--- config.mk ---
export PLATFORM = sky130hd
export DESIGN_NAME = mem_stage
export DESIGN_NICKNAME = d
export VERILOG_FILES = /design/src/rtl/mem_stage_pkg.sv /design/src/rtl/mem_stage_req_fsm.sv /design/src/rtl/mem_stage.sv
export SDC_FILE = /design/constraint.sdc
export NUM_CORES = 1
export LEC_CHECK = 0
export ABC_AREA = 1
export BUFFER_PORTS_ARGS = -buffer_cell sky130_fd_sc_hd__buf_2
export CAP_MARGIN = 25
export CORE_MARGIN = 2
export CORE_UTILIZATION = 46
export CTS_CLUSTER_DIAMETER = 120
export DETAILED_ROUTE_END_ITERATION = 6
export PLACE_DENSITY = 0.74
export SETUP_SLACK_MARGIN = 0.5
export SLEW_MARGIN = 20
export SYNTH_ARGS = -nofsm -noshare
export SYNTH_HDL_FRONTEND = slang
export SYNTH_SLANG_ARGS = --single-unit
--- constraint.sdc ---
create_clock -name clk -period 1.2 [get_ports clk]
set_input_delay 0.12 -clock clk [delete_from_list [all_inputs] [get_ports clk]]
set_output_delay 0.12 -clock clk [all_outputs]
set_load 0.02 [all_outputs]
--- src/rtl/mem_stage_pkg.sv ---
// Shared encodings and helpers for the MEM pipeline stage and its
// data-memory request controller.
package mem_stage_pkg;

   localparam int CTRL_WB_W    = 3;
   localparam int CM_REG_WRITE = 4;
   localparam int CM_WB_SEL_HI = 3;
   localparam int CM_WB_SEL_LO = 2;
   localparam int CM_MEM_READ  = 1;
   localparam int CM_MEM_WRITE = 0;

   typedef enum logic [1:0] {
      WB_ALU = 2'b00,
      WB_MEM = 2'b01,
      WB_PC4 = 2'b10
   } wb_sel_e;

   typedef enum logic {
      IDLE = 1'b0,
      WAIT = 1'b1
   } state_e;

   function automatic logic [CTRL_WB_W-1:0] ctrl_to_wb(input logic [4:0] ctrl);
      return {ctrl[CM_REG_WRITE], ctrl[CM_WB_SEL_HI:CM_WB_SEL_LO]};
   endfunction

   function automatic logic ctrl_is_access(input logic [4:0] ctrl);
      return ctrl[CM_MEM_READ] | ctrl[CM_MEM_WRITE];
   endfunction

endpackage

--- src/rtl/mem_stage_req_fsm.sv ---
// Data-memory request controller: issues one req/ack access at a time,
// bounds the wait with a timeout and raises sticky misalign/timeout errors.
module mem_req_fsm
   import mem_stage_pkg::*;
#(
   parameter int DATA_W         = 32,
   parameter int TIMEOUT_CYCLES = 16
) (
   input  logic                 clk,
   input  logic                 reset,
   input  logic [4:0]           ctrl_mem,
   input  logic [DATA_W-1:0]    rd_mem,
   input  logic [DATA_W-1:0]    alu_result,
   input  logic [DATA_W-1:0]    write_data1,
   input  logic [DATA_W-1:0]    pc4_mem,
   input  logic                 dmem_ack,
   output logic                 dmem_req,
   output logic                 dmem_we,
   output logic [DATA_W-1:0]    dmem_addr,
   output logic [DATA_W-1:0]    dmem_wdata,
   output logic                 stall,
   output logic                 err_misalign,
   output logic                 err_timeout,
   output logic                 wb_pass,
   output logic                 wb_done,
   output logic [CTRL_WB_W-1:0] cap_ctrl_wb,
   output logic [DATA_W-1:0]    cap_rd,
   output logic [DATA_W-1:0]    cap_pc4
);

   localparam int CNT_W = (TIMEOUT_CYCLES > 2) ? $clog2(TIMEOUT_CYCLES) : 1;
   localparam logic [CNT_W-1:0] CNT_LAST = CNT_W'(TIMEOUT_CYCLES - 1);

   state_e                 state_q, state_d;
   logic [CNT_W-1:0]       cnt_q, cnt_d;
   logic                   we_q, we_d;
   logic [DATA_W-1:0]      addr_q, addr_d;
   logic [DATA_W-1:0]      wdata_q, wdata_d;
   logic [CTRL_WB_W-1:0]   ctrl_q, ctrl_d;
   logic [DATA_W-1:0]      rd_q, rd_d;
   logic [DATA_W-1:0]      pc4_q, pc4_d;
   logic                   err_mis_q, err_mis_d;
   logic                   err_to_q, err_to_d;

   logic access, aligned, issue, last;

   assign access  = ctrl_is_access(ctrl_mem);
   assign aligned = (alu_result[1:0] == 2'b00);
   assign last    = (cnt_q == CNT_LAST);

   always_comb begin
      state_d   = state_q;
      cnt_d     = cnt_q;
      we_d      = we_q;
      addr_d    = addr_q;
      wdata_d   = wdata_q;
      ctrl_d    = ctrl_q;
      rd_d      = rd_q;
      pc4_d     = pc4_q;
      err_mis_d = err_mis_q;
      err_to_d  = err_to_q;
      issue     = 1'b0;
      wb_pass   = 1'b0;
      wb_done   = 1'b0;
      stall     = 1'b0;
      unique case (state_q)
         IDLE: begin
            if (!access) begin
               wb_pass = 1'b1;
            end else if (!aligned) begin
               err_mis_d = 1'b1;
            end else begin
               issue   = 1'b1;
               state_d = WAIT;
               cnt_d   = '0;
               // both read and write set is treated as a store
               we_d    = ctrl_mem[CM_MEM_WRITE];
               addr_d  = alu_result;
               wdata_d = write_data1;
               ctrl_d  = ctrl_to_wb(ctrl_mem);
               rd_d    = rd_mem;
               pc4_d   = pc4_mem;
            end
         end
         WAIT: begin
            if (dmem_ack) begin
               wb_done = 1'b1;
               state_d = IDLE;
               cnt_d   = '0;
            end else if (last) begin
               err_to_d = 1'b1;
               state_d  = IDLE;
               cnt_d    = '0;
            end else begin
               cnt_d = cnt_q + 1'b1;
            end
         end
         default: state_d = IDLE;
      endcase
      stall = issue | ((state_q == WAIT) & ~dmem_ack & ~last);
   end

   always_ff @(posedge clk) begin
      if (reset) begin
         state_q   <= IDLE;
         cnt_q     <= '0;
         we_q      <= 1'b0;
         addr_q    <= '0;
         wdata_q   <= '0;
         ctrl_q    <= '0;
         rd_q      <= '0;
         pc4_q     <= '0;
         err_mis_q <= 1'b0;
         err_to_q  <= 1'b0;
      end else begin
         state_q   <= state_d;
         cnt_q     <= cnt_d;
         we_q      <= we_d;
         addr_q    <= addr_d;
         wdata_q   <= wdata_d;
         ctrl_q    <= ctrl_d;
         rd_q      <= rd_d;
         pc4_q     <= pc4_d;
         err_mis_q <= err_mis_d;
         err_to_q  <= err_to_d;
      end
   end

   assign dmem_req     = (state_q == WAIT);
   assign dmem_we      = we_q;
   assign dmem_addr    = addr_q;
   assign dmem_wdata   = wdata_q;
   assign err_misalign = err_mis_q;
   assign err_timeout  = err_to_q;
   assign cap_ctrl_wb  = ctrl_q;
   assign cap_rd       = rd_q;
   assign cap_pc4      = pc4_q;

endmodule

--- src/rtl/mem_stage.sv ---
// Pipeline MEM stage: data-memory access through mem_req_fsm and the
// MEM/WB pipeline register fed by either pass-through or completed access.
module mem_stage
   import mem_stage_pkg::*;
#(
   parameter int DATA_W         = 32,
   parameter int TIMEOUT_CYCLES = 16
) (
   input  logic                 clk,
   input  logic                 reset,
   input  logic [4:0]           ctrl_mem,
   input  logic [DATA_W-1:0]    rd_mem,
   input  logic [DATA_W-1:0]    alu_result,
   input  logic [DATA_W-1:0]    write_data1,
   input  logic [DATA_W-1:0]    pc4_mem,
   output logic                 dmem_req,
   output logic                 dmem_we,
   output logic [DATA_W-1:0]    dmem_addr,
   output logic [DATA_W-1:0]    dmem_wdata,
   input  logic                 dmem_ack,
   input  logic [DATA_W-1:0]    dmem_rdata,
   output logic                 stall,
   output logic                 err_misalign,
   output logic                 err_timeout,
   output logic [CTRL_WB_W-1:0] ctrl_wb,
   output logic [DATA_W-1:0]    rd_wb,
   output logic [DATA_W-1:0]    alu_result_wb,
   output logic [DATA_W-1:0]    read_data_wb,
   output logic [DATA_W-1:0]    pc4_wb
);

   logic                 wb_pass, wb_done;
   logic [CTRL_WB_W-1:0] cap_ctrl_wb;
   logic [DATA_W-1:0]    cap_rd, cap_pc4;

   logic [CTRL_WB_W-1:0] ctrl_wb_q, ctrl_wb_d;
   logic [DATA_W-1:0]    rd_wb_q, rd_wb_d;
   logic [DATA_W-1:0]    alu_wb_q, alu_wb_d;
   logic [DATA_W-1:0]    rdata_wb_q, rdata_wb_d;
   logic [DATA_W-1:0]    pc4_wb_q, pc4_wb_d;

   mem_req_fsm #(
      .DATA_W         (DATA_W),
      .TIMEOUT_CYCLES (TIMEOUT_CYCLES)
   ) u_req_fsm (
      .clk          (clk),
      .reset        (reset),
      .ctrl_mem     (ctrl_mem),
      .rd_mem       (rd_mem),
      .alu_result   (alu_result),
      .write_data1  (write_data1),
      .pc4_mem      (pc4_mem),
      .dmem_ack     (dmem_ack),
      .dmem_req     (dmem_req),
      .dmem_we      (dmem_we),
      .dmem_addr    (dmem_addr),
      .dmem_wdata   (dmem_wdata),
      .stall        (stall),
      .err_misalign (err_misalign),
      .err_timeout  (err_timeout),
      .wb_pass      (wb_pass),
      .wb_done      (wb_done),
      .cap_ctrl_wb  (cap_ctrl_wb),
      .cap_rd       (cap_rd),
      .cap_pc4      (cap_pc4)
   );

   // Anything that is neither a pass-through nor a completed access is a bubble.
   always_comb begin
      ctrl_wb_d  = '0;
      rd_wb_d    = rd_wb_q;
      alu_wb_d   = alu_wb_q;
      rdata_wb_d = rdata_wb_q;
      pc4_wb_d   = pc4_wb_q;
      if (wb_pass) begin
         ctrl_wb_d  = ctrl_to_wb(ctrl_mem);
         rd_wb_d    = rd_mem;
         alu_wb_d   = alu_result;
         rdata_wb_d = '0;
         pc4_wb_d   = pc4_mem;
      end else if (wb_done) begin
         ctrl_wb_d  = cap_ctrl_wb;
         rd_wb_d    = cap_rd;
         alu_wb_d   = dmem_addr;
         rdata_wb_d = dmem_we ? '0 : dmem_rdata;
         pc4_wb_d   = cap_pc4;
      end
   end

   always_ff @(posedge clk) begin
      if (reset) begin
         ctrl_wb_q  <= '0;
         rd_wb_q    <= '0;
         alu_wb_q   <= '0;
         rdata_wb_q <= '0;
         pc4_wb_q   <= '0;
      end else begin
         ctrl_wb_q  <= ctrl_wb_d;
         rd_wb_q    <= rd_wb_d;
         alu_wb_q   <= alu_wb_d;
         rdata_wb_q <= rdata_wb_d;
         pc4_wb_q   <= pc4_wb_d;
      end
   end

   assign ctrl_wb       = ctrl_wb_q;
   assign rd_wb         = rd_wb_q;
   assign alu_result_wb = alu_wb_q;
   assign read_data_wb  = rdata_wb_q;
   assign pc4_wb        = pc4_wb_q;

endmodule

==> results.md, run 1 <==
- Placed Instance Area: 13,380 um2
- Root Driver: clkbuf_16
- Sw Share: 0.2968
- Int Pwr: around 0.017 W
- I/O pins: 368
- Post-synthesis compound-gate area fraction: 0.1371
- Ys Warns: 0
- Static Leak: 9.541 nW
- Max Freq: 0.5366 GHz
- Tot GR Track Use: 0.3998
- PortBufs: 367
- Switching Power: 0.007196 W
- Final WS setup: -0.6637 ns
- Final Cell Area: 21,060 um2
- CP required: 1.68 ns
- TNS Setup: -112.88 ns
- H-tree depth: 1
- Worst setup SP type: register
- Avg Inst Size Synth: between 7 and 8 um2
- TritonCTS Sinks: 270
- Remaining DRCs: 15
- HPWL Detailed: roughly 22,000 um
- Hold WC Path Type: input port to register
- Initial drt markers: 1,946
- Worst-skew pair later-pin latency: 0.56 ns
- PnR Total Power: 0.02424 W
- Clock power frac: 0.391
- Synthesized Nets: 1,712
- Clock transition at the registers of the reported paths: 0.07 ns
- Outcome: finished, violations left
- Final Hold Fails: 0
- Die area: 25,150 um2
- Initial antenna violation count: 7
- Maximum root-to-sink buffer count: 3
- Routed WL: between 60,000 and 70,000 um
- Max incr delay on CP: between 0.3 and 0.4 ns
- DR WL/cell: about 26 um
- Post-synth design cell area: 10,990 um2
- Buf/Inv on CP: 9
- Worst slew pin tran: 0.6396 ns
- Core area: 23,470 um2
- Final #Nets: 2,356
- Most common cell on crit path: buf_12
- Max VDD drop: 0.001278 V
- Largest fanout on the critical path: 7
- Logic pwr share: 0.209
- First-pass GRT wire length: ~80,000 um
- Power Density: 1151 nW/um2
- Final Wtd Congestion: 0.8378
- GRT Residual Overflow: 0
- CP Data Arrival Time: approximately 2.4 ns
- Crit path max-delay family: buffers and inverters
- Netlist cell types: 21
- TritonRoute pass-1 iters: 7
- Fraction of layout cells with a size suffix above 1: 0.4699
- Routed via count: 15.68k
- P&R area growth vs syn: 91.59%
- Clock tree from TritonCTS: yes
- Die W: 158.6 um
- Register area share after synthesis: 0.4917
- CTS Buf Count: 29
- Setup Viol. Count Final: 409
- Worst clock skew: 0.01714 ns
- Vias per cell: a little over 6
- Crit-path slowest cell: dfxtp_4
- CP Cell Sequence: buf_12 -> inv_8 -> buf_12 -> buf_6 -> buf_6 -> buf_12 -> buf_12 -> buf_12 -> nand3_4 -> nand2_2 -> inv_2 -> a21oi_1
- Slew HR: 0.5722
- Synthesized instance count: 1,543
- Unrepaired setup endpoints after global routing: true
- Main combinational cell family by area after synthesis: simple AND/OR/NAND/NOR gates
- Post-synthesis mux area share: 0
- Starting density of the core: 0.4683
- Min Clock Period, post-route: 1.864 ns
- Final period util: 1.553
- Pins Over Slew Limit: 0
- Failing checks: design-rule violations, negative setup slack
- Height of the die: 158.6 um
- Post-synthesis adder-cell area fraction: 0.001138
- Synth Area in XOR/XNOR: 0
- # Max-Cap Violations: 0
- Final Core Density: 0.8972
- Synthesis-stage register bit count: 270
- Worst hold slack: 0.02574 ns
- Antenna-violating nets left: 0
- Number of global-route vias before repair: 14.23k
- Crit. End Element: register
- Row Count: 56
- WS Path Type: register to register
- Sequential power share: 0.400
- Synth Area in Simple Gates: 0.2684
- Pin count of the biggest net entering global routing: 64
==> state kept, by name (all words and copies together) (netlist names), 3 cells and up <==
name	cells
u_req_fsm.cap_ctrl_wb	3
alu_result_wb	32
u_req_fsm.cap_rd	32
pc4_wb	32
read_data_wb	32
u_req_fsm.cnt_q	4
u_req_fsm.cap_pc4	32
u_req_fsm.dmem_wdata	32
ctrl_wb	3
u_req_fsm.dmem_addr	32
rd_wb	32
==> final timing paths <==
path | startpoint | endpoint | slack, ns | cells after the start
setup / recovery | u_req_fsm.dmem_req | alu_result_wb[7] | -0.66 | 12
hold / removal | reset | alu_result_wb[14] | 0.03 | 3
setup reg to reg | u_req_fsm.dmem_req | alu_result_wb[7] | -0.66 | 12
hold reg to reg | u_req_fsm.dmem_wdata[27] | u_req_fsm.dmem_wdata[27] | 0.46 | 2
==> cells by family (layout without fill, tap and decap cells) <==
logic type                 after synthesis  in the layout
adders and majority gates                1              1
DFF                                    270            270
AOI/OAI and AO/OA                      301            301
other                                    0              7
and+or+nand+nor                        713            713
buffers and inverters                  258            924
==> power groups by stage <==
stage	Sequential, W	Combinational (W)	Clock (W)
2_1_floorplan	0.0101	0.00114	0
3_3_place_gp	0.00974	0.00250	0
3_5_place_dp	0.00975	0.00253	0
4_1_cts	0.00958	0.00402	0.00921
5_1_grt	0.00970	0.00521	0.00983
6_report	0.00969	0.00507	0.00948
==> repair_timing <==
item                                    in CTS  in global routing
buffers inserted                            55                 26
endpoints found under the hold margin      263                  0
resized for setup                          337                384
cloned                                      54                 11
hold buffers                               166                  0
endpoints found under the setup margin     470                470
pin swaps                                   62                138
==> synthesized netlist by cell type, drive strengths merged <==
master | number | area share
nor3 | 1 | 0.00045
nand2 | 468 | 0.16
buf | 61 | 0.034
ha | 1 | 0.0011
nand4 | 1 | 0.00057
dfxtp | 270 | 0.49
nand3 | 202 | 0.092
o21ai | 67 | 0.031
a21oi | 234 | 0.11
clkbuf | 57 | 0.019
nor2 | 41 | 0.015
inv | 140 | 0.048
==> area by class of cell <==
type                       count  area (um2)
clock buffer                  43       868.3
sequential                   270        5419
multi-input combinational   1015        6296
antenna                        7       17.52
timing repair inverter         2       20.02
timing repair buffer         729        7361
fill                         872        2414
clock inverter                10       106.4
inverter                     140       571.8
tap                          319       399.1
==> layout by cell type, fill, tap and decap left out, types with 4 or more instances in the layout <==
master | synthesis | routed
a21oi_1 | 234 | 163
o21ai_2 | 0 | 43
nand2_2 | 1 | 89
clkbuf_8 | 0 | 9
o21ai_1 | 5 | 9
nand3_4 | 0 | 25
buf_12 | 0 | 60
dlygate4sd3_1 | 0 | 166
buf_8 | 0 | 17
nand3_2 | 1 | 77
buf_6 | 11 | 25
nand2_1 | 467 | 341
inv_1 | 136 | 86
clkbuf_1 | 57 | 5
clkinv_2 | 0 | 6
a21oi_2 | 0 | 71
buf_2 | 41 | 358
buf_16 | 0 | 56
nor2_1 | 39 | 38
bufbuf_16 | 0 | 4
nand2_4 | 0 | 36
dfxtp_2 | 0 | 8
clkbuf_16 | 0 | 39
buf_4 | 4 | 33
diode_2 | 0 | 7
o21ai_4 | 0 | 14
inv_2 | 4 | 51
dfxtp_1 | 270 | 261
nand3_1 | 201 | 100
==> worst min-delay path: stages <==
cell	delay [ns]
buf_6	0.14
buf_12	0.22
a21oi_2	0.05
==> metrics by stage <==
stage / setup slack, ns / instances
floorplan: 0.06676 / 1543
global placement: -0.08941 / 2163
detailed placement: -0.1351 / 2163
CTS: -0.3891 / 2491
global route: -0.7052 / 2533
finish: -0.6637 / 2535
==> layer usage <==
layer  track usage  vias up  wire length [um]
met1        0.4601     7233             21070
met3        0.1007      602              9419
met2        0.6586     1538             29400
met4        0.2643        6              6700
met5             0        -               176
li1              -     6298                 -
Power figures use the tool's default switching activity.
==> run 2: changes to the inputs <==
--- a/config.mk
+++ b/config.mk
@@ -10,6 +10,7 @@
 export CAP_MARGIN = 25
 export CORE_MARGIN = 2
 export CORE_UTILIZATION = 46
+export CTS_BUF_LIST = sky130_fd_sc_hd__clkbuf_16
 export CTS_CLUSTER_DIAMETER = 120
 export DETAILED_ROUTE_END_ITERATION = 6
 export PLACE_DENSITY = 0.74
==> results.md, run 2 (same netlist as run 1, synthesis figures left out) <==
- Outcome: finished, violations left
- Failing checks: negative setup slack
- Min Clock Period, post-route: 1.815 ns (-0.04913 ns)
- M2 GR Usage: 0.6285 (-0.03010)
- Power Density: 1122 nW/um2 (-2.5%)
- Die area: 25,150 um2 (unchanged)
- Die W: 158.6 um (unchanged)
- Critical path capture point: alu_result_wb[7]
- Initial antenna violation count: 3 (-4)
- Pin count of the biggest net entering global routing: 64 (unchanged)
- Final Core Density: 0.8867 (-0.01045)
- Max incr delay on CP: 0.38 ns (+0.03 ns)
- Logic pwr share: 0.210 (about the same)
- Static Leak: 9.797 nW (+2.7%)
- H-tree depth: 1 (unchanged)
- Fillcell total: 927 (+6.3%)
- Height of the die: 158.6 um (unchanged)
- Routed WL: 63,500 um (-4.9%)
- PnR Total Power: 0.02336 W (-3.7%)
- Dpl ws: -0.1351 ns (unchanged)
- Most frequent cells in the layout: buf_2, dfxtp_1, nand2_1
- Grt met3 use: 0.07948 (-0.02123)
- Sequential power share: 0.416 (+0.016)
- Fraction of layout cells with a size suffix above 1: 0.4979 (+0.02804)
- WP depth: 8 (-4)
- GR Layer Usage met1: 0.4349 (-0.02518)
- TritonCTS Sinks: 270 (unchanged)
- Most common cell on crit path: buf_8
- Crit. End Element: register
- Worst clock skew: 0.01109 ns (-0.006053 ns)
- Number of global-route vias before repair: 13.74k (-3.4%)
- Int Pwr: 0.01633 W (-4.2%)
- Crit-path slowest cell: dfxtp_4
- GRT Residual Overflow: 0 (unchanged)
- Worst hold slack: 0.02137 ns (-0.004368 ns)
- TNS Setup: -77.95 ns (+34.93 ns)
- Routed via count: 15.34k (-2.2%)
- Switching Power: 0.007030 W (-2.3%)
- # Max-Cap Violations: 0 (unchanged)
- P&R area growth vs syn: 89.36%
- Worst-skew pair later-pin latency: 0.56 ns (about the same)
- Row Count: 56 (unchanged)
- Clock tree from TritonCTS: yes
- Core area: 23,470 um2 (unchanged)
- Critical Path Start: u_req_fsm.dmem_req
- Buf/Inv on CP: 5 (-4)
- Storage element area: 5420 um2 (about the same)
- Reg2reg start: u_req_fsm.dmem_req
- Sw Share: 0.3010 (+0.004149)
- CP Cell Sequence: inv_6 -> buf_4 -> buf_8 -> nand2_8 -> buf_8 -> buf_6 -> nand3_1 -> a21oi_2
- Clock power frac: 0.374 (-0.017)
- PortBufs: 367 (unchanged)
- Final Hold Fails: 0 (unchanged)
- I/O pins: 368 (unchanged)
- HPWL Detailed: 21,800 um (unchanged)
- Worst slew pin tran: 0.7644 ns (+0.1248 ns)
- Root Driver: clkbuf_16
- Pins Over Slew Limit: 0 (unchanged)
- Final period util: 1.512 (-0.04095)
- Largest fanout on the critical path: 12 (+5)
- Flop-to-flop setup slack: -0.61 ns (+0.05 ns)
- Remaining DRCs: 0 (-15)
- Starting density of the core: 0.4683 (unchanged)
- Maximum root-to-sink buffer count: 3 (unchanged)
- CP Data Arrival Time: 2.30 ns (-0.05 ns)
- Worst R2R Path Depth: 8 (-4)
- Clock transition at the registers of the reported paths: 0.07 ns (about the same)
- Antenna-violating nets left: 0 (unchanged)
- Setup Viol. Count Final: 393 (-3.9%)
- Max VDD drop: 0.001062 V (-17%)
- Final WS setup: -0.6145 ns (+0.04913 ns)
- Slew HR: 0.4887 (-0.08349)
- Tot GR Track Use: 0.3768 (-0.02304)
- Max Freq: 0.5511 GHz (+2.7%)
- Area occupied by multi-input gates: 6526 um2 (+3.7%)
- WS Path Type: register to register
- TritonRoute pass-1 iters: 7 (unchanged)
- DR WL/cell: 25.35 um (-3.8%)
- Commonest non-fill, non-tap cell in the layout: buf_2
- CP required: 1.68 ns (about the same)
- Hold Path Depth: 4 (+1)
- RR Endpoint: alu_result_wb[7]
- Hold WC Path Type: input port to register
- Initial drt markers: 2,278 (+17%)
- Unrepaired setup endpoints after global routing: true
- Final #Nets: 2,332 (-1.0%)
- CTS Buf Count: 29 (unchanged)
- Crit path max-delay family: buffers and inverters
- Top Usage Layer GRT: met2
- Worst setup SP type: register
- First-pass GRT wire length: 73,710 um (-5.4%)
- Vias per cell: 6.122 (-1.0%)
- Final Wtd Congestion: 0.8378 (unchanged)
==> run 2: cell count changes in the layout (fill, tap and decap cells not counted), sizes merged <==
cell    previous run  this run
clkbuf            53        42
bufbuf             4         2
inv              142       146
diode              7         1
buf              549       523
clkinv             7        18
==> run 2: worst min-delay path by stage <==
stage                                           to  slack, ns       startpoint
after global routing       u_req_fsm.dmem_addr[14]       0.03            reset
after detailed placement  u_req_fsm.dmem_wdata[30]       0.38  write_data1[30]
after CTS                       u_req_fsm.dmem_req      -0.02         dmem_ack
final                           u_req_fsm.dmem_req       0.02         dmem_ack
after global placement    u_req_fsm.dmem_wdata[14]       0.37  write_data1[14]
after floorplan                  u_req_fsm.dmem_we       0.26      ctrl_mem[0]
==> run 2: through the flow <==
stage          cells  area (um2)
2_1_floorplan   1543       11130
3_3_place_gp    2163       13380
3_5_place_dp    2163       13380
4_1_cts         2479       18540
5_1_grt         2505       20810
6_report        2505       20810
==> run 2: layout make-up <==
cell class                 count  share of cell area
clock buffer                  29             0.03487
sequential                   270              0.2604
timing repair buffer         704              0.3337
timing repair inverter         3            0.003006
inverter                     140             0.02753
multi-input combinational   1015              0.3136
clock inverter                24            0.007634
tap                          319             0.01918
antenna                        1           0.0001202
==> run 2: layer usage <==
layer | vias up | part of all wire | wire length (um)
met5 | - | 0.00020 | 13
li1 | 6216 | - | -
met1 | 7073 | 0.32 | 20460
met2 | 1455 | 0.45 | 28580
met3 | 590 | 0.13 | 7981
met4 | 2 | 0.10 | 6460
==> run 2: what timing repair did <==
item                                    CTS  global route
gates cloned                             48            15
endpoints found under the setup margin  470           470
gates resized for setup                 282           552
endpoints found under the hold margin   263             0
pin swaps                                32           176
setup buffers                            49            10
hold buffers                            166             0
==> run 2: power by group through the flow <==
stage                     Combinational [W]  Clock, W  Sequential [W]
after floorplan                     0.00114         0          0.0101
after global placement              0.00250         0         0.00974
after detailed placement            0.00253         0         0.00975
after CTS                           0.00381   0.00854         0.00957
after global routing                0.00506   0.00904         0.00973
final                               0.00491   0.00873         0.00971
==> run 2: worst reg2reg max path, cell delays in order (launching register included) <==
cell and delay [ns]:
dfxtp_4 0.38, inv_6 0.05, buf_4 0.13, buf_8 0.13, nand2_8 0.14, buf_8 0.17
buf_6 0.18, nand3_1 0.31, a21oi_2 0.26
